<file path="config.mk">
export PLATFORM = sky130hd
export DESIGN_NAME = rvfi_retire_gen_flat
export DESIGN_NICKNAME = d
export VERILOG_FILES = /design/src/rtl/rvfi_gen_pkg.sv /design/src/rtl/rvfi_retire_gen_if.sv /design/src/rtl/rvfi_gen_fifo.sv /design/src/rtl/rvfi_retire_gen.sv /design/src/flat_wrapper.sv
export SDC_FILE = /design/constraint.sdc
export NUM_CORES = 1
export LEC_CHECK = 0
export BUFFER_PORTS_ARGS = -buffer_cell sky130_fd_sc_hd__buf_2
export CORE_MARGIN = 2
export CORE_UTILIZATION = 40
export CTS_CLUSTER_DIAMETER = 60
export CTS_CLUSTER_SIZE = 30
export DETAILED_ROUTE_END_ITERATION = 8
export MAX_ROUTING_LAYER = met4
export PLACE_DENSITY_LB_ADDON = 0.08
export SYNTH_ARGS = -nofsm -noshare
export SYNTH_HDL_FRONTEND = slang
export SYNTH_SLANG_ARGS = --single-unit
</file>
<file path="constraint.sdc">
create_clock -name clock -period 4.6 [get_ports clock]
set_input_delay 0.92 -clock clock [delete_from_list [all_inputs] [get_ports clock]]
set_output_delay 0.92 -clock clock [all_outputs]
set_load 0.05 [all_outputs]
</file>
<file path="src/rtl/rvfi_gen_pkg.sv">
// Shared types for the RVFI retirement generator: record payload and order width.
package rvfi_gen_pkg;

   localparam int unsigned REC_XLEN = 64;
   localparam int unsigned ORDER_W  = 64;
   localparam int unsigned INSN_W   = 32;

   typedef struct packed {
      logic [REC_XLEN-1:0] pc;
      logic [REC_XLEN-1:0] next_pc;
      logic [INSN_W-1:0]   insn;
      logic                trap;
   } rvfi_rec_t;

endpackage

</file>
<file path="src/rtl/rvfi_retire_gen_if.sv">
// Commit-stage record handshake plus the RVFI retirement channels.
interface rvfi_retire_gen_if #(
   parameter int unsigned XLEN = 32,
   parameter int unsigned NRET = 1
);
   logic                 in_valid;
   logic                 in_ready;
   logic [XLEN-1:0]      in_pc;
   logic [XLEN-1:0]      in_next_pc;
   logic [31:0]          in_insn;
   logic                 in_trap;
   logic                 retire_en;
   logic [NRET-1:0]      rvfi_valid;
   logic [64*NRET-1:0]   rvfi_order;
   logic [32*NRET-1:0]   rvfi_insn;
   logic [NRET-1:0]      rvfi_trap;
   logic [NRET-1:0]      rvfi_intr;
   logic [XLEN*NRET-1:0] rvfi_pc_rdata;
   logic [XLEN*NRET-1:0] rvfi_pc_wdata;

   modport master (
      output in_valid, in_pc, in_next_pc, in_insn, in_trap, retire_en,
      input  in_ready, rvfi_valid, rvfi_order, rvfi_insn, rvfi_trap, rvfi_intr,
             rvfi_pc_rdata, rvfi_pc_wdata
   );

   modport slave (
      input  in_valid, in_pc, in_next_pc, in_insn, in_trap, retire_en,
      output in_ready, rvfi_valid, rvfi_order, rvfi_insn, rvfi_trap, rvfi_intr,
             rvfi_pc_rdata, rvfi_pc_wdata
   );
endinterface

</file>
<file path="src/rtl/rvfi_gen_fifo.sv">
// Circular record buffer: one push per cycle, up to NRET pops, NRET head entries visible.
module rvfi_gen_fifo
   import rvfi_gen_pkg::*;
#(
   parameter  int unsigned DEPTH = 4,
   parameter  int unsigned NRET  = 1,
   localparam int unsigned AW    = (DEPTH > 1) ? $clog2(DEPTH) : 1,
   localparam int unsigned PW    = $clog2(DEPTH) + 1
) (
   input  logic            clock,
   input  logic            resetn,
   input  logic            push,
   input  rvfi_rec_t       push_rec,
   input  logic [PW-1:0]   pop_cnt,
   output logic [PW-1:0]   count,
   output rvfi_rec_t       head_rec [NRET]
);

   rvfi_rec_t     mem_q [DEPTH];
   rvfi_rec_t     mem_d [DEPTH];
   logic [PW-1:0] head_q, head_d;
   logic [PW-1:0] tail_q, tail_d;
   logic [PW-1:0] count_q, count_d;

   // Caller guarantees push only when not full and pop_cnt <= count.
   always_comb begin
      mem_d   = mem_q;
      tail_d  = tail_q;
      head_d  = head_q + pop_cnt;
      count_d = count_q + PW'(push) - pop_cnt;
      if (push) begin
         mem_d[tail_q[AW-1:0]] = push_rec;
         tail_d                = tail_q + PW'(1);
      end
   end

   always_ff @(posedge clock) begin
      if (!resetn) begin
         head_q  <= '0;
         tail_q  <= '0;
         count_q <= '0;
      end else begin
         head_q  <= head_d;
         tail_q  <= tail_d;
         count_q <= count_d;
      end
   end

   always_ff @(posedge clock) begin
      mem_q <= mem_d;
   end

   always_comb begin
      for (int unsigned i = 0; i < NRET; i++) begin
         head_rec[i] = mem_q[AW'(head_q + PW'(i))];
      end
   end

   assign count = count_q;

endmodule

</file>
<file path="src/rtl/rvfi_retire_gen.sv">
// RVFI transmitter: buffers commit records, assigns order numbers, flags PC discontinuities.
module rvfi_retire_gen
   import rvfi_gen_pkg::*;
#(
   parameter int unsigned XLEN  = 32,
   parameter int unsigned NRET  = 1,
   parameter int unsigned DEPTH = 4
) (
   input logic               clock,
   input logic               resetn,
   rvfi_retire_gen_if.slave  bus
);

   localparam int unsigned PW = $clog2(DEPTH) + 1;

   rvfi_rec_t     push_rec;
   rvfi_rec_t     head_rec [NRET];
   logic [PW-1:0] count;
   logic [PW-1:0] pop_cnt;
   logic          push;

   logic [ORDER_W-1:0]      order_cnt_q, order_cnt_d;
   logic [XLEN-1:0]         last_npc_q, last_npc_d;
   logic                    have_last_q, have_last_d;
   logic [NRET-1:0]         valid_q, valid_d;
   logic [ORDER_W*NRET-1:0] order_q, order_d;
   logic [INSN_W*NRET-1:0]  insn_q, insn_d;
   logic [NRET-1:0]         trap_q, trap_d;
   logic [NRET-1:0]         intr_q, intr_d;
   logic [XLEN*NRET-1:0]    pc_rdata_q, pc_rdata_d;
   logic [XLEN*NRET-1:0]    pc_wdata_q, pc_wdata_d;

   assign bus.in_ready = (count < PW'(DEPTH));
   assign push         = bus.in_valid && bus.in_ready;

   always_comb begin
      push_rec         = '0;
      push_rec.pc      = REC_XLEN'(bus.in_pc);
      push_rec.next_pc = REC_XLEN'(bus.in_next_pc);
      push_rec.insn    = bus.in_insn;
      push_rec.trap    = bus.in_trap;
   end

   always_comb begin
      pop_cnt = '0;
      if (bus.retire_en) begin
         pop_cnt = (count < PW'(NRET)) ? count : PW'(NRET);
      end
   end

   rvfi_gen_fifo #(
      .DEPTH (DEPTH),
      .NRET  (NRET)
   ) u_fifo (
      .clock    (clock),
      .resetn   (resetn),
      .push     (push),
      .push_rec (push_rec),
      .pop_cnt  (pop_cnt),
      .count    (count),
      .head_rec (head_rec)
   );

   // Each retiring channel is compared against its predecessor's next_pc; the running
   // last_npc_d/have_last_d carry that predecessor across channels and into the register.
   always_comb begin
      valid_d     = '0;
      order_d     = '0;
      insn_d      = '0;
      trap_d      = '0;
      intr_d      = '0;
      pc_rdata_d  = '0;
      pc_wdata_d  = '0;
      last_npc_d  = last_npc_q;
      have_last_d = have_last_q;
      order_cnt_d = order_cnt_q + ORDER_W'(pop_cnt);
      for (int unsigned i = 0; i < NRET; i++) begin
         if (PW'(i) < pop_cnt) begin
            valid_d[i]                      = 1'b1;
            order_d[i*ORDER_W +: ORDER_W]   = order_cnt_q + ORDER_W'(i);
            insn_d[i*INSN_W +: INSN_W]      = head_rec[i].insn;
            trap_d[i]                       = head_rec[i].trap;
            pc_rdata_d[i*XLEN +: XLEN]      = XLEN'(head_rec[i].pc);
            pc_wdata_d[i*XLEN +: XLEN]      = XLEN'(head_rec[i].next_pc);
            intr_d[i]   = have_last_d && (XLEN'(head_rec[i].pc) != last_npc_d);
            last_npc_d  = XLEN'(head_rec[i].next_pc);
            have_last_d = 1'b1;
         end
      end
   end

   always_ff @(posedge clock) begin
      if (!resetn) begin
         order_cnt_q <= '0;
         last_npc_q  <= '0;
         have_last_q <= 1'b0;
         valid_q     <= '0;
         order_q     <= '0;
         insn_q      <= '0;
         trap_q      <= '0;
         intr_q      <= '0;
         pc_rdata_q  <= '0;
         pc_wdata_q  <= '0;
      end else begin
         order_cnt_q <= order_cnt_d;
         last_npc_q  <= last_npc_d;
         have_last_q <= have_last_d;
         valid_q     <= valid_d;
         order_q     <= order_d;
         insn_q      <= insn_d;
         trap_q      <= trap_d;
         intr_q      <= intr_d;
         pc_rdata_q  <= pc_rdata_d;
         pc_wdata_q  <= pc_wdata_d;
      end
   end

   assign bus.rvfi_valid    = valid_q;
   assign bus.rvfi_order    = order_q;
   assign bus.rvfi_insn     = insn_q;
   assign bus.rvfi_trap     = trap_q;
   assign bus.rvfi_intr     = intr_q;
   assign bus.rvfi_pc_rdata = pc_rdata_q;
   assign bus.rvfi_pc_wdata = pc_wdata_q;

endmodule

</file>
<file path="src/flat_wrapper.sv">
// flat-port wrapper written by rule: the top's interface ports become plain ports
module rvfi_retire_gen_flat import rvfi_gen_pkg::*;
#(
   parameter int unsigned XLEN  = 32,
   parameter int unsigned NRET  = 1,
   parameter int unsigned DEPTH = 4
)
  (clock, resetn, bus_in_valid, bus_in_pc, bus_in_next_pc, bus_in_insn, bus_in_trap, bus_retire_en, bus_in_ready, bus_rvfi_valid, bus_rvfi_order, bus_rvfi_insn, bus_rvfi_trap, bus_rvfi_intr, bus_rvfi_pc_rdata, bus_rvfi_pc_wdata);
  rvfi_retire_gen_if #(.XLEN(XLEN), .NRET(NRET)) bus_i ();
  input logic clock;
  input logic resetn;
  input wire logic [$bits(bus_i.in_valid)-1:0] bus_in_valid;
  input wire logic [$bits(bus_i.in_pc)-1:0] bus_in_pc;
  input wire logic [$bits(bus_i.in_next_pc)-1:0] bus_in_next_pc;
  input wire logic [$bits(bus_i.in_insn)-1:0] bus_in_insn;
  input wire logic [$bits(bus_i.in_trap)-1:0] bus_in_trap;
  input wire logic [$bits(bus_i.retire_en)-1:0] bus_retire_en;
  output wire logic [$bits(bus_i.in_ready)-1:0] bus_in_ready;
  output wire logic [$bits(bus_i.rvfi_valid)-1:0] bus_rvfi_valid;
  output wire logic [$bits(bus_i.rvfi_order)-1:0] bus_rvfi_order;
  output wire logic [$bits(bus_i.rvfi_insn)-1:0] bus_rvfi_insn;
  output wire logic [$bits(bus_i.rvfi_trap)-1:0] bus_rvfi_trap;
  output wire logic [$bits(bus_i.rvfi_intr)-1:0] bus_rvfi_intr;
  output wire logic [$bits(bus_i.rvfi_pc_rdata)-1:0] bus_rvfi_pc_rdata;
  output wire logic [$bits(bus_i.rvfi_pc_wdata)-1:0] bus_rvfi_pc_wdata;
  assign bus_i.in_valid = bus_in_valid;
  assign bus_i.in_pc = bus_in_pc;
  assign bus_i.in_next_pc = bus_in_next_pc;
  assign bus_i.in_insn = bus_in_insn;
  assign bus_i.in_trap = bus_in_trap;
  assign bus_i.retire_en = bus_retire_en;
  assign bus_in_ready = bus_i.in_ready;
  assign bus_rvfi_valid = bus_i.rvfi_valid;
  assign bus_rvfi_order = bus_i.rvfi_order;
  assign bus_rvfi_insn = bus_i.rvfi_insn;
  assign bus_rvfi_trap = bus_i.rvfi_trap;
  assign bus_rvfi_intr = bus_i.rvfi_intr;
  assign bus_rvfi_pc_rdata = bus_i.rvfi_pc_rdata;
  assign bus_rvfi_pc_wdata = bus_i.rvfi_pc_wdata;
  rvfi_retire_gen #(.XLEN(XLEN), .NRET(NRET), .DEPTH(DEPTH)) u_core (.clock(clock), .resetn(resetn), .bus(bus_i));
endmodule
</file>
==> flow_summary_export.csv <==
group,metric,value,unit
status,status,"complete, no violations",
route,post_drt_wl_per_cell,21.2,microns
sta,tightest_slew,1.14,ns
clock_tree,insertion_delay,0.61,ns
sta,hold_viol,0,
grt,grt_max_degree,74,
run,cap_viol_max_count,0,
setup_path,cp.required,5.07,ns
power_and_ir_drop,switching_share,30.5,%
grt,gr-total-overflow,0,
clock_tree,cts_tree,"yes",
finish,drive_gt1_share,28.5,%
sta,fin_skew,0.0325,ns
sta,setup_viol,0,
route,drc,0,
finish,mostFrequentLayoutCell,"edfxtp_1",
clock_tree,cts.sinks,655,
grt,grt_usage,18.2,%
hold_path,min_path_type,"flop to flop",
power_and_ir_drop,power,0.0145,W
setup_path,worstRegToRegCells,7,
synthesis,ys_warn_count,0,
setup_path,crit_type,"flop to flop",
power_and_ir_drop,powerDensity,536,mW/mm^2
die,rows,88,
route,postRouteAntennaNets,0,
setup_path,end_kind,"flop",
grt,gr-usage-met2,29.0,%
clock_tree,post_cts_buffers,0,
finish,num-fill-cells,5086,
grt,grt_pass1_wl,79800,microns
route,first_pass_iters,5,
power_and_ir_drop,seq_power_share,49.2,%
power_and_ir_drop,p_int,0.0101,W
clock_tree,cts_resized,0,
sta,rsz0062_at_grt,"false",
clock_tree,htreeDepth,2,
sta,slew-limit-headroom,23.7,%
synthesis,yosysUniqueCellTypes,43,
synthesis,async_flop_share,0,%
grt,met3_usage,3.09,%
die,initial_utilization,40.4,%
sta,setup-tns-final,0,ns
finish,syn_to_final_growth,16.9,%
power_and_ir_drop,clkPwrFrac,30.1,%
die,die_w,245,microns
synthesis,seq_area_frac_synth,73.2,%
setup_path,rr_startpoint,"u_core.u_fifo.head_q[0]",
setup_path,startpoint,"u_core.u_fifo.head_q[0]",
clock_tree,clockBufferDepth,3,
power_and_ir_drop,irDropWorstVdd,0.263,mV
setup_path,critPathLaunchType,"flop",
route,via_per_inst,4.95,
grt,grt_pass1_vias,12700,
route,drtIter0Drc,699,
synthesis,synthFlopType,"edfxtp_1",
clock_tree,cts.clk_slew.worst_paths,0.09,ns
clock_tree,cts_hold_buf,0,
die,die_area,0.0600,sq mm
route,routed_wl,52900,microns
finish,final_nets,1805,
die,core-area,0.0575,sq mm
power_and_ir_drop,switchingPower,0.00444,W
placed_design,place.gp.congestion,0.780,
sta,min_period,2.91,ns
die,io-pin-count,265,
sta,fmax,344,MHz
clock_tree,cts_root_buf,"clkbuf_16",
finish,layout_common_cells,"edfxtp_1, dfxtp_1, buf_2",
setup_path,reg2reg_to,"u_core.bus.rvfi_intr",
setup_path,rrSetupSlack,1.69,ns
sta,drv_slew,0,
power_and_ir_drop,p_comb_share,20.6,%
clock_tree,numCtsBuffers,46,
grt,grt_most_used_layer,"met2",
setup_path,path_max_fanout,24,
grt,gr-usage-met1,24.2,%
setup_path,crit_end,"u_core.bus.rvfi_intr",
grt,antenna_found_initial,9,
synthesis,syn_avg_cell_area,16.3,sq um
synthesis,syn_inst,1427,
placed_design,port_buffers,264,
synthesis,ys_ff_latch,655,
placed_design,hpwl,32800,microns
power_and_ir_drop,power.leakage,10.6,nW
route,num_vias,12400,
synthesis,netlist_area,0.0232,sq mm
setup_path,crit_arrival,3.38,ns
synthesis,synth_edf_count,388,
die,die_h,245,microns
sta,post-route-period-util,63.3,%
synthesized netlist by cell type, drive strengths merged (9+ instances only):
| cell | instances | area share, % |
|---|---|---|
| ha | 11 | 0.59 |
| o21ai | 17 | 0.37 |
| buf | 27 | 0.64 |
| dfxtp | 267 | 23 |
| mux4 | 69 | 6.7 |
| xnor2 | 27 | 1.0 |
| nand4 | 31 | 1.0 |
| nand2 | 25 | 0.40 |
| and2 | 18 | 0.50 |
| mux2 | 28 | 1.4 |
| a21o | 34 | 1.1 |
| or3 | 16 | 0.43 |
| nor2 | 86 | 1.4 |
| nor3 | 9 | 0.29 |
| a21oi | 23 | 0.50 |
| inv | 9 | 0.15 |
| clkbuf | 48 | 0.78 |
| xor2 | 52 | 2.0 |
| edfxtp | 388 | 50 |
| mux2i | 50 | 2.2 |
| and3 | 141 | 3.8 |
| and4 | 9 | 0.38 |
| nand3 | 20 | 0.45 |
cell type report:
| type | instances | area [sq um] | area share, % |
|---|---|---|---|
| multi-input combinational | 689 | 5870 | 21.6 |
| clock buffer | 54 | 1260 | 4.66 |
| tap | 765 | 957 | 3.53 |
| clock inverter | 31 | 384 | 1.42 |
| antenna | 8 | 20.0 | 0.0738 |
| sequential | 655 | 17000 | 62.7 |
| inverter | 10 | 37.5 | 0.138 |
| timing repair buffer | 289 | 1590 | 5.85 |
metrics by stage:
step	hold slack [ns]	util, %	area [sq um]	std cells	setup slack (ns)
6_report	0.474	47.2	27100	2501	1.69
5_1_grt	0.492	47.2	27100	2500	1.50
4_1_cts	0.480	47.2	27100	2493	1.55
3_5_place_dp	0.459	44.3	25500	2408	1.46
3_3_place_gp	0.449	44.3	25500	2408	1.46
2_1_floorplan	0.416	-	23200	1429	0.590
routing by layer:
metal / share of wire [%] / wire length, microns / up-vias
li1: - / - / 5874
met1: 45 / 23800 / 6202
met2: 48 / 25600 / 256
met3: 4.6 / 2450 / 57
met4: 2.0 / 1070 / 0
met5: 0 / 0 / -
power by group through the flow:
stage          Combinational, W  Sequential (W)  Clock [W]
2_1_floorplan           0.00173         0.00772          0
5_1_grt                 0.00325         0.00722    0.00474
3_3_place_gp            0.00306         0.00729          0
6_report                0.00300         0.00716    0.00438
3_5_place_dp            0.00307         0.00731          0
4_1_cts                 0.00308         0.00717    0.00451
worst max-delay path, stage by stage (launching register included):
cell	delay, ns
dfxtp_4	0.66
buf_4	0.48
mux2i_1	0.24
mux2_2	0.19
xor2_1	0.21
nand4_1	0.21
nor4_1	0.57
a41oi_1	0.19
cell families (layout without fill, tap and decap cells):
logic type | after synthesis | after routing | synth area share [%]
AOI/OAI and AO/OA | 82 | 82 | 2.24
xor gates and xnor gates | 79 | 79 | 2.98
DFF | 655 | 655 | 73.2
muxes | 147 | 147 | 10.2
buffers and inverters | 85 | 384 | 1.58
and+or+nand+nor | 364 | 364 | 8.95
other | 2 | 12 | 0.0324
adders and majority gates | 13 | 13 | 0.766
registers in the layout (all words and copies together) (netlist names), 3 cells and up:
register and count:
u_core.bus.rvfi_insn 32, u_core.last_npc_q 32, u_core.bus.rvfi_pc_rdata 32, u_core.bus.rvfi_order 64
u_core.u_fifo.count 3, u_core.bus.rvfi_pc_wdata 32, u_core.order_cnt_q 64, u_core.u_fifo.mem_q 388
how the worst min path moves through the flow:
stage	from	to	slack, ns	depth (start not counted)
global placement	u_core.have_last_q	u_core.have_last_q	0.45	2
finish	u_core.have_last_q	u_core.have_last_q	0.47	2
CTS	u_core.have_last_q	u_core.have_last_q	0.48	2
global route	bus_in_pc[22]	u_core.u_fifo.mem_q[602]	0.49	1
floorplan	u_core.have_last_q	u_core.bus.rvfi_intr	0.42	2
detailed placement	u_core.have_last_q	u_core.have_last_q	0.46	2
Power figures use the tool's default switching activity.
